--- src/rtl/sobel_edge_calc.sv ---
// Sobel gradient magnitude and threshold stage: three-deep pipeline
// with back-pressure from the output packing buffer.
module sobel_edge_calc #(
    parameter int IMG_W = 640,
    parameter int IMG_H = 480,
    parameter int MAG_W = 11
) (
    input  logic             clk,
    input  logic             rst,
    input  logic             start,
    input  logic [71:0]      win,
    input  logic             win_valid,
    output logic             win_ready,
    input  logic [MAG_W-1:0] thresh,
    input  logic             out_full,
    output logic             edge_pixel,
    output logic             out_en,
    output logic [8:0]       out_row,
    output logic [9:0]       out_col,
    output logic             img_done
);

    typedef enum logic [1:0] {IDLE, RUN, DONE} state_t;

    localparam logic [9:0] COL_LAST = 10'(IMG_W - 3);
    localparam logic [8:0] ROW_LAST = 9'(IMG_H - 3);

    state_t state;

    logic adv;
    logic accept;
    logic last_px;
    logic v1, v2, v3;

    logic signed [10:0] gx, gy;
    logic signed [10:0] gx_c, gy_c;
    logic [10:0] ax, ay;
    logic [MAG_W-1:0] mag, mag_c;

    function automatic logic signed [10:0] px(input logic [71:0] w, input int i);
        return $signed({3'b000, w[8*i +: 8]});
    endfunction

    assign adv       = !out_full;
    assign win_ready = (state == RUN) && adv;
    assign accept    = win_valid && win_ready;
    // A restart discards whatever would have fired this cycle.
    assign out_en    = v3 && adv && (state == RUN) && !start;
    assign last_px   = (out_row == ROW_LAST) && (out_col == COL_LAST);

    always_comb begin
        gx_c = (px(win, 2) + (px(win, 5) <<< 1) + px(win, 8))
             - (px(win, 0) + (px(win, 3) <<< 1) + px(win, 6));
        gy_c = (px(win, 6) + (px(win, 7) <<< 1) + px(win, 8))
             - (px(win, 0) + (px(win, 1) <<< 1) + px(win, 2));
        ax = gx[10] ? $unsigned(-gx) : $unsigned(gx);
        ay = gy[10] ? $unsigned(-gy) : $unsigned(gy);
        mag_c = MAG_W'(ax + ay);
    end

    always_ff @(posedge clk) begin
        if (rst) begin
            state      <= IDLE;
            v1         <= 1'b0;
            v2         <= 1'b0;
            v3         <= 1'b0;
            gx         <= '0;
            gy         <= '0;
            mag        <= '0;
            edge_pixel <= 1'b0;
            out_row    <= '0;
            out_col    <= '0;
            img_done   <= 1'b0;
        end else begin
            if (adv) begin
                gx         <= gx_c;
                gy         <= gy_c;
                mag        <= mag_c;
                edge_pixel <= (mag > thresh);
                v1         <= accept;
                v2         <= v1;
                v3         <= v2;
            end
            // A window taken on the start edge is the first of the new frame.
            if (start) begin
                state    <= RUN;
                v1       <= accept;
                v2       <= 1'b0;
                v3       <= 1'b0;
                out_row  <= '0;
                out_col  <= '0;
                img_done <= 1'b0;
            end else if (out_en) begin
                if (out_col == COL_LAST) begin
                    out_col <= '0;
                    out_row <= out_row + 9'd1;
                end else begin
                    out_col <= out_col + 10'd1;
                end
                if (last_px) begin
                    state    <= DONE;
                    img_done <= 1'b1;
                end
            end
        end
    end

endmodule

--- config.mk ---
export PLATFORM = sky130hd
export DESIGN_NAME = sobel_edge_calc
export DESIGN_NICKNAME = d
export VERILOG_FILES = /design/src/rtl/sobel_edge_calc.sv
export SDC_FILE = /design/constraint.sdc
export NUM_CORES = 1
export LEC_CHECK = 0
export BUFFER_PORTS_ARGS = -buffer_cell sky130_fd_sc_hd__buf_4
export CORE_MARGIN = 2
export CORE_UTILIZATION = 51
export DETAILED_ROUTE_END_ITERATION = 7
export PLACE_DENSITY = 0.81
export SYNTH_ARGS = -nofsm -noshare
export SYNTH_HDL_FRONTEND = slang
export SYNTH_SLANG_ARGS = --single-unit
--- constraint.sdc ---
create_clock -name clk -period 10.1 [get_ports clk]
set_input_delay 2.02 -clock clk [delete_from_list [all_inputs] [get_ports clk]]
set_output_delay 2.02 -clock clk [all_outputs]
set_load 0.1 [all_outputs]
==> metrics.md <==
| Metric | Value |
|---|---|
| Initial Utilization | 52.25% |
| Fillers | 1026 |
| TritonCTS clock tree | done |
| Crit-path slowest cell | nor3b_4 |
| Area delta synth->final | 19.02% |
| Max Slew Vio Count | 0 |
| WS Path Type | in2out |
| Hold violation total from the final report | 0 |
| Unique masters post-synth | 56 |
| Post-CTS sizing | 0 |
| ANT cells | 0 |
| Hold_buf cts | 0 |
| Area fraction of the dominant cell type after synthesis | 21.14% |
| M3 GR Usage | 4.050% |
| Setup Buffers After CTS | 0 |
| Sink Count | 58 |
| Post-Syn Area | 0.005966 sq mm |
| Hold Crit Class | reg2reg |
| Worst path required time | 8.08 ns |
| Post-DP HPWL | 9.179 mm |
| Final net count | 1009 |
| WP buf/inv | 2 |
| Io pins | 111 |
| Final setup viols | 0 |
| Overflow after GRT | 0 |
| Core Area | 0.01142 sq mm |
| Sw frac | 43.01% |
| Clock Tree Buf Depth | 2 |
| Fmax | 182.4 MHz |
| Register area share after synthesis | 19.46% |
| Clock buffers created by TritonCTS | 9 |
| Synthesized netlist cell count | 713 |
| Cell family with most CP delay | simple AND/OR/NAND/NOR gates |
| Peak VDD IR | 0.0001220 V |
| Largest net degree at the start of global routing | 65 |
| Yosys warns | 0 |
| Pwr per Cell Area | 207.7 mW/mm^2 |
| Synth area leader | fa_1 |
| First-pass GRT wire length | 21.21 mm |
| Max transition margin | 57.88% |
| Full die area | 0.01258 sq mm |
| Fraction of layout cells with a size suffix above 1 | 16.01% |
| Net Switching | 0.6344 mW |
| Num rows | 39 |
| Htree depth | 3 |
| Post-synth top flop | dfxtp_1 |
| Via count | 4948 |
| Detail Route Antenna Nets | 0 |
| Leakage Power | 3.416 nW |
| Max Cap Viol | 0 |
| Initial DRT Pass Iterations | 5 |
| Synth top cells by count | inv_1 (153), fa_1 (63), dfxtp_1 (58) |
| Reg power frac | 22.4% |
| Ys async rst share | 0% |
| Crit path DAT | 3.46 ns |
| WL final | 11.38 mm |
| Clock power frac | 18.4% |
| Die height | 112.2 um |
| Most used routing layer | met2 |
| Vias in the first global route | 5078 |
| Slowest cell delay on critical path | 0.43 ns |
| Antenna violations before repair | 0 |
| Tmin final | 5.482 ns |
| Yosys reg bits | 58 |
| Critical Path Fanout Max | 64 |
| PnR worst setup slack | 4.618 ns |
| Clock Latency Late Sink | 0.33 ns |
| Root Driver | clkbuf_16 |
| DR iter-0 viols | 219 |
| Met1 usage | 25.06% |
| Avg Cell Area, Syn | 8.367 sq um |
| PortBufs | 102 |
| CP Cell Sequence | buf_4 -> nor3b_4 -> and2_0 -> buf_4 |
| CP most frequent cell | buf_4 |
| Setup crit end kind | primary output |
| Die extent in x | 112.2 um |
| Skew final | 0.007881 ns |
| Synth top area cells | fa_1 (21%), dfxtp_1 (19%), ha_1 (11%) |
| Worst Setup Start Kind | input pin |
| RSZ-0062 raised after global routing | no |
| DR WL/cell | 11.91 um |
| Status | completed |
| Internal power | 0.8407 mW |
| Placer Congestion | 0.8201 |
| Placed Area | 0.006829 sq mm |
| GRT Overall Usage | 19.77% |
| Final Instance Area | 0.007101 sq mm |
| Post-synth net total | 915 |
| Setup TNS | 0 ns |
| Post-synth EDFFs | 0 |
| Post-route DRC | 0 |
| Worst-Margin Slew | 0.6319 ns |
| Via density | 5.181 |
| Clock slew at reported path FFs | 0.05 ns |
| Pre-CTS setup slack | 4.601 ns |
| Met2 Usage GRT | 35.14% |
| Count leader, synth | inv_1 |
| Final Util | 62.19% |
| Final period util | 54.27% |
| Combinational power share | 59.3% |
worst min-delay path, cell delays in order, from the launching register on:
cell	delay (ns)
dfxtp_1	0.31
nand2_1	0.05
a21oi_1	0.05
routing by layer:
layer | wire [um] | up-vias
li1 | - | 2509
met1 | 5156 | 2335
met2 | 5628 | 94
met3 | 506 | 10
met4 | 86 | 0
met5 | 0 | -
cell type report:
| type | count | area, sq um | area share, % |
|---|---|---|---|
| clock inverter | 7 | 46.29 | 0.6520 |
| timing repair buffer | 102 | 765.7 | 10.78 |
| tap | 143 | 178.9 | 2.520 |
| multi-input combinational | 483 | 4149 | 58.43 |
| clock buffer | 9 | 225.2 | 3.172 |
| sequential | 58 | 1161 | 16.35 |
| inverter | 153 | 574.3 | 8.088 |
final timing paths:
kind         endpoint  cells after the start  startpoint  slack [ns]
max            out_en                      4    out_full        4.62
min            mag[2]                      2      mag[2]        0.46
max reg2reg   mag[10]                     10       gx[2]        7.37
min reg2reg    mag[2]                      2      mag[2]        0.46
power groups by stage:
stage	logic (mW)	clock network, mW	registers, mW
after global placement	0.855	0	0.333
final	0.874	0.271	0.330
after detailed placement	0.870	0	0.334
after CTS	0.877	0.275	0.330
after global routing	1.01	0.291	0.337
after floorplan	0.693	0	0.321
registers in the layout, summed over array words and instances, names as in the netlist:
register    count
out_row         9
gy             11
mag            11
v1              1
gx             11
v2              1
out_col        10
edge_pixel      1
v3              1
state           2
per-stage QoR:
step	instances	hold slack, ns	power, mW
2_1_floorplan	713	0.4356	1.013
5_1_grt	955	0.4960	1.634
6_report	955	0.4598	1.475
3_5_place_dp	939	0.4570	1.204
4_1_cts	955	0.4621	1.483
3_3_place_gp	939	0.4504	1.188
cell usage in the layout, fill, tap and decap left out, types with 4 or more instances in the layout:
cell type / n
inv_1: 153
buf_4: 102
fa_1: 63
dfxtp_1: 58
nor2_1: 57
ha_1: 51
nand2_1: 48
a21oi_1: 30
xnor2_1: 29
o21ai_0: 28
nand3_1: 15
a211oi_1: 15
nand4_1: 13
nand2b_1: 12
nor2b_1: 10
nor3_1: 10
a21o_1: 10
xor2_1: 9
clkbuf_16: 9
mux2i_1: 7
nor3b_1: 7
nor4_1: 5
o211ai_1: 5
or3_1: 5
nand3b_1: 5
or2_2: 4
and3_1: 4
o221ai_1: 4
kinds of logic (layout without fill, tap and decap cells):
| group | Yosys count | after routing | synth area share (%) |
|---|---|---|---|
| multiplexers | 7 | 7 | 1.175 |
| AO/OA/AOI/OAI | 114 | 114 | 12.58 |
| adder cells (fa/ha/maj) | 114 | 114 | 31.84 |
| buffers and inverters | 172 | 271 | 10.99 |
| flip-flops | 58 | 58 | 19.46 |
| AND/OR/NAND/NOR | 210 | 210 | 18.37 |
| XOR/XNOR | 38 | 38 | 5.579 |
(Power assumes the default switching activity.)
